### src/rtl/line_buffer_3row_pkg.sv
// Shared defaults for the 3-row line buffer and the 3x3 stages it feeds.
package line_buffer_3row_pkg;

  localparam int WIDTH_DEF      = 8;
  localparam int PIC_WIDTH_DEF  = 250;
  localparam int PIC_HEIGHT_DEF = 250;

  // Counter width for n positions; never narrower than one bit.
  function automatic int cnt_w(input int n);
    return (n > 1) ? $clog2(n) : 1;
  endfunction

  localparam int CNT_W = cnt_w(PIC_WIDTH_DEF);
  localparam int ROW_W = cnt_w(PIC_HEIGHT_DEF);

endpackage

### src/rtl/line_buffer_3row_line_ram.sv
// One line of pixel storage: synchronous registered read, independent write,
// read-before-write on an address collision. Only the read register is reset.
module line_ram #(
  parameter int WIDTH = 8,
  parameter int DEPTH = 250,
  parameter int AW    = 8
) (
  input  logic             clk,
  input  logic             rst,
  input  logic             i_re,
  input  logic [AW-1:0]    i_raddr,
  output logic [WIDTH-1:0] o_rdata,
  input  logic             i_we,
  input  logic [AW-1:0]    i_waddr,
  input  logic [WIDTH-1:0] i_wdata
);

  logic [WIDTH-1:0] r_mem [DEPTH];
  logic [WIDTH-1:0] r_rdata;

  // Write port; contents are never cleared.
  always_ff @(posedge clk) begin
    if (i_we) r_mem[i_waddr] <= i_wdata;
  end

  // Registered read; holds its value when not reading, returns old data on a same-address write.
  always_ff @(posedge clk) begin
    if (rst)       r_rdata <= '0;
    else if (i_re) r_rdata <= r_mem[i_raddr];
  end

  assign o_rdata = r_rdata;

endmodule

### src/rtl/line_buffer_3row.sv
// Raster stream to three vertically aligned row taps (rows r-2, r-1, r),
// one-cycle latency, output gated until two rows of the frame are stored.
module line_buffer_3row
  import line_buffer_3row_pkg::*;
#(
  parameter int WIDTH      = WIDTH_DEF,
  parameter int PIC_WIDTH  = PIC_WIDTH_DEF,
  parameter int PIC_HEIGHT = PIC_HEIGHT_DEF
) (
  input  logic             clk,
  input  logic             rst,
  input  logic             sof,
  input  logic             valid_in,
  input  logic [WIDTH-1:0] din,
  output logic             valid_out,
  output logic [WIDTH-1:0] dout1,
  output logic [WIDTH-1:0] dout2,
  output logic [WIDTH-1:0] dout3
);

  localparam int CW = (PIC_WIDTH  == PIC_WIDTH_DEF)  ? CNT_W : cnt_w(PIC_WIDTH);
  localparam int RW = (PIC_HEIGHT == PIC_HEIGHT_DEF) ? ROW_W : cnt_w(PIC_HEIGHT);

  localparam logic [CW-1:0] COL_LAST  = CW'(PIC_WIDTH - 1);
  localparam logic [CW-1:0] COL_ONE   = CW'(1);
  localparam logic [RW-1:0] ROW_LAST  = RW'(PIC_HEIGHT - 1);
  localparam logic [RW-1:0] ROW_ONE   = RW'(1);
  localparam logic [RW-1:0] ROW_FIRST = RW'(2);

  logic [CW-1:0]    r_col;
  logic [RW-1:0]    r_row;
  logic             r_valid;
  logic [WIDTH-1:0] r_dout3;
  logic             r_pend;
  logic [CW-1:0]    r_pend_col;

  logic             w_accept;
  logic [CW-1:0]    w_col;
  logic [RW-1:0]    w_row;
  logic [WIDTH-1:0] w_rdata_a;
  logic [WIDTH-1:0] w_rdata_b;

  // A qualified sof makes this pixel (0,0) regardless of the counters.
  assign w_accept = valid_in && !rst;
  assign w_col    = sof ? '0 : r_col;
  assign w_row    = sof ? '0 : r_row;

  // Newest stored row: read old value, overwrite with the incoming pixel.
  line_ram #(.WIDTH(WIDTH), .DEPTH(PIC_WIDTH), .AW(CW)) u_ram_b (
    .clk     (clk),
    .rst     (rst),
    .i_re    (w_accept),
    .i_raddr (w_col),
    .o_rdata (w_rdata_b),
    .i_we    (w_accept),
    .i_waddr (w_col),
    .i_wdata (din)
  );

  // Oldest stored row. The value it must take (the old ram_b word) only
  // exists at the ram_b read register one cycle later, so its write is
  // deferred by one cycle. A read can only meet that pending write at the
  // same column when sof restarts at column 0 right after a column-0 pixel;
  // that read lands in row 0, whose output is gated off, so no bypass is kept.
  line_ram #(.WIDTH(WIDTH), .DEPTH(PIC_WIDTH), .AW(CW)) u_ram_a (
    .clk     (clk),
    .rst     (rst),
    .i_re    (w_accept),
    .i_raddr (w_col),
    .o_rdata (w_rdata_a),
    .i_we    (r_pend),
    .i_waddr (r_pend_col),
    .i_wdata (w_rdata_b)
  );

  // Remember which column owes ram_a its shifted-down word.
  always_ff @(posedge clk) begin
    if (rst) begin
      r_pend     <= 1'b0;
      r_pend_col <= '0;
    end else begin
      r_pend     <= valid_in;
      r_pend_col <= w_col;
    end
  end

  // Raster position counters; row wraps at the frame height so frames may run back to back.
  always_ff @(posedge clk) begin
    if (rst) begin
      r_col <= '0;
      r_row <= '0;
    end else if (valid_in) begin
      if (w_col == COL_LAST) begin
        r_col <= '0;
        r_row <= (w_row == ROW_LAST) ? '0 : w_row + ROW_ONE;
      end else begin
        r_col <= w_col + COL_ONE;
        r_row <= w_row;
      end
    end
  end

  // Current-row tap and output qualifier, both one cycle behind the input.
  always_ff @(posedge clk) begin
    if (rst) begin
      r_valid <= 1'b0;
      r_dout3 <= '0;
    end else begin
      r_valid <= valid_in && (w_row >= ROW_FIRST);
      if (valid_in) r_dout3 <= din;
    end
  end

  assign valid_out = r_valid;
  assign dout1     = w_rdata_a;
  assign dout2     = w_rdata_b;
  assign dout3     = r_dout3;

endmodule

### config.mk
export PLATFORM = sky130hd
export DESIGN_NAME = line_buffer_3row
export DESIGN_NICKNAME = d
export VERILOG_FILES = /design/src/rtl/line_buffer_3row_pkg.sv /design/src/rtl/line_buffer_3row_line_ram.sv /design/src/rtl/line_buffer_3row.sv
export SDC_FILE = /design/constraint.sdc
export NUM_CORES = 2
export LEC_CHECK = 0
export CORE_MARGIN = 3
export CORE_UTILIZATION = 40
export CTS_CLUSTER_SIZE = 12
export DETAILED_ROUTE_END_ITERATION = 10
export PLACE_DENSITY = 0.65
export RECOVER_POWER = 100
export SYNTH_ARGS = -nofsm -noshare
export SYNTH_HDL_FRONTEND = slang
export SYNTH_SLANG_ARGS = --single-unit
export TNS_END_PERCENT = 1
### constraint.sdc
create_clock -name clk -period 8.9 [get_ports clk]
set_input_delay 1.78 -clock clk [delete_from_list [all_inputs] [get_ports clk]]
set_output_delay 1.78 -clock clk [all_outputs]
set_load 0.01 [all_outputs]
==> key figures <==
Synthesis
  • Post-synth EDFFs: 4,000
  • Number of library cell types mapped by synthesis: 65
  • Avg Cell Area, Syn: 14.4 sq um
  • Syn nets: 11,269
  • Flops & latches, synth: 4,050
  • Synth Flop Type: edfxtp_1
  • Synth warn: 0
  • Async SR Flop Fraction: 0
  • Sequential share of the synthesized area: 0.747
  • Synth Instances: 11,250
  • Area of the mapped netlist: 0.162 sq mm

STA
  • Clk_skew: 0.0503 ns
  • Setup TNS: 0 ns
  • Worst-Margin Slew: 6.34 ns
  • Hold Vio Cnt, Final: 0
  • Final Cycle Share: 0.849
  • RSZ-0062 raised after global routing: no
  • Min cycle time layout: 7.56 ns
  • Rel. slew slack: -3.23
  • Slew Limit Fails: 2,051
  • Fmax achieved: 0.132 GHz
  • Worst Hold Slack: 0.475 ns
  • Setup violators final: 0

Global route
  • First-pass GRT wire length: 662,000 um
  • Global route hottest layer: met2
  • M2 GR Usage: 0.338
  • Initial antenna violation count: 20
  • Vias in the first global route: 92,105
  • Total global-route track usage: 0.216
  • Met1 Resource Use GR: 0.296
  • Pin count of the biggest net entering global routing: 186
  • Grt ovf: 0
  • M3 GR Usage: 0.0409

CTS
  • Clock Sinks: 4,050
  • Clock transition at path regs: 0.06 ns
  • Total CTS buffers: 399
  • H-tree depth: 5
  • CTS hold repair buffers: 0
  • CTS tree: done
  • Worst-Skew Late Latency: 0.92 ns
  • Post-CTS Resized: 0
  • Root buf cell: clkbuf_16
  • Post-CTS Setup Bufs: 0
  • CTS Buffer Depth: 4

Placed design
  • Port buffer count: 36
  • Placed insts: 16,064
  • Hpwl dp: 262,000 um
  • RD Place Congestion: 0.860

Routing
  • DR vias: 98,266
  • Average vias per placed instance: 5.89
  • DRC Markers: 0
  • Starting DRT DRC Count: 13,018
  • Detailed Routing Iterations Pass 1: 8
  • WL/cell: 27.8 um
  • DRT Wirelength: 464,000 um
  • Post-DRT Antenna Nets: 0

Die
  • Die height: 642 um
  • Starting Density: 0.402
  • Core region area: 0.403 sq mm
  • IO Pins: 37
  • Row count: 233
  • Die area: 0.413 sq mm
  • Die X: 642 um

Setup path
  • Most used cell, CP: buf_4
  • Critical Path End Type: register
  • Worst Setup Start Kind: input port
  • CP Class: input port to register
  • Crit path required time: 9.48 ns
  • Critical path arrival: 8.14 ns
  • CP max stage cell: clkbuf_1
  • Crit-path cells: buf_2 > clkbuf_1 > inv_1 > buf_4 > nand2_1 > clkbuf_1 > clkinv_1 > buf_4 > nand3_1 > buf_4 > nor2_1
  • CP max stage delay: 2.36 ns
  • Worst Path Max Fanout: 43

Outcome
  • Status: finished with violations
  • Failing checks: capacitance limit, slew limit

Layout
  • Cell Count, Final, Fillers Out: 16,686
  • Layout cells sized above 1: 0.0684
  • Syn-to-layout area delta: 10.2%
  • Net count reported at finish: 11,079

Pwr
  • Leakage: 55.3 nW
  • Worst vdd ir: 167 uV
  • PwrDens: 212 mW/mm^2

Hold path
  • Worst Hold Class: register to register

Run
  • Max_cap viols: 29
[state kept, by name (all words and copies together) (netlist names)]
name             flops
u_ram_a.r_mem     2000
valid_out            1
r_col                8
dout3                8
r_row                8
u_ram_b.r_mem     2000
r_pend               1
r_pend_col           8
u_ram_b.o_rdata      8
u_ram_a.o_rdata      8
[report_power, final]
group / switching [mW] / total (mW) / internal, mW
clock: 6.88 / 15.2 / 8.36
combinational: 1.13 / 1.45 / 0.322
sequential: 0.0449 / 21.1 / 21.1
total: 8.05 / 37.8 / 29.8
[layer usage]
metal  share of wire  wire length (um)
met4           0.045             20700
met1            0.39            183000
met3           0.098             45500
met5        0.000088                41
met2            0.46            214000
[synth_stat cells (7+ instances only)]
master	n	share of area
a211oi_1	752	0.035
a311oi_1	575	0.031
buf_2	453	0.014
o221ai_1	12	0.00065
a221oi_1	15	0.00081
nand4_1	9	0.00035
or4_1	8	0.00037
nand3_1	246	0.0076
mux2_2	77	0.0054
a31oi_1	267	0.010
nor3_1	17	0.00053
nor2b_1	633	0.024
buf_6	9	0.00063
ha_1	7	0.00054
a32o_1	9	0.00056
mux2i_1	349	0.022
buf_4	104	0.0048
dfxtp_1	50	0.0062
clkbuf_1	249	0.0058
nor4_1	144	0.0056
o41ai_1	10	0.00054
o21ai_0	99	0.0031
nand2_1	2156	0.050
buf_1	38	0.00088
a21oi_1	154	0.0048
nand2b_1	16	0.00062
nor2_1	555	0.013
edfxtp_1	4000	0.74
and3_1	90	0.0035
o22ai_1	62	0.0024
[metrics by stage]
| step | setup slack, ns | cell area (sq um) | util | power [mW] |
|---|---|---|---|---|
| floorplan | 3.73 | 162000 | - | 22.3 |
| global placement | 2.15 | 168000 | 0.416 | 22.9 |
| detailed placement | 2.08 | 168000 | 0.416 | 22.9 |
| CTS | 3.07 | 179000 | 0.444 | 37.9 |
| global route | 1.47 | 179000 | 0.443 | 38.8 |
| finish | 1.34 | 179000 | 0.443 | 37.8 |
[final timing paths]
| path | slack [ns] | depth (start not counted) | end | start |
|---|---|---|---|---|
| hold / removal | 0.48 | 2 | r_row[0]$_SDFFE_PP0P_ | r_row[0]$_SDFFE_PP0P_ |
| hold reg to reg | 0.48 | 2 | r_row[0]$_SDFFE_PP0P_ | r_row[0]$_SDFFE_PP0P_ |
| setup / recovery | 1.34 | 11 | u_ram_b.r_mem[35][1]$_DFFE_PP_ | rst |
| setup reg to reg | 1.83 | 3 | u_ram_a.r_mem[18][0]$_DFFE_PP_ | u_ram_b.o_rdata[0]$_SDFFE_PP0P_ |
[layout make-up]
| cell class | instances | area [sq um] |
|---|---|---|
| clock buffers | 545 | 10800 |
| repair buffers | 262 | 2570 |
| diodes | 9 | 22.5 |
| fillers | 35117 | 225000 |
| clock inverters | 68 | 472 |
| well taps | 5405 | 6760 |
| flip-flops and latches | 4050 | 121000 |
| multi-input cells | 6337 | 36800 |
| inverters | 10 | 61.3 |
[critical path, delay by kind of cell]
kind                   cells  cell delay (ns)
and+or+nand+nor            3             1.12
buffers and inverters      8             5.14
[cells by family after synthesis]
kind of cell / count (synthesis) / synth area share
buf+inv: 863 / 0.0263
flops: 4050 / 0.747
fa+ha+maj: 7 / 0.000540
mux: 430 / 0.0275
xor+xnor: 1 / 0.0000541
simple gates: 3899 / 0.107
compound gates: 2000 / 0.0913
[placed cells by master (no fill, tap or decap), types with 7 or more instances in the layout]
cell           count
dlygate4sd3_1     25
buf_12            54
nand2_1         2149
nor3_1            17
o41ai_1           10
clkinv_2          15
nor2_1           551
nand4_1            9
or4_1              8
nand3_2            9
nand2_2            7
clkbuf_16        406
mux2i_1          349
mux2_2            77
o221ai_1          12
nand3_1          237
buf_4            140
nand2b_1          13
dfxtp_1           49
o21ai_0           99
diode_2            9
a21oi_1          154
clkbuf_1         167
a32o_1             9
clkinv_1          39
a311oi_1         575
o22ai_1           62
a211oi_1         752
edfxtp_1        4000
clkbuf_8           8
nor4_1           141
nor2b_1          629
ha_1               7
a221oi_1          15
and3_1            90
a31oi_1          267
Power figures use the tool's default switching activity.
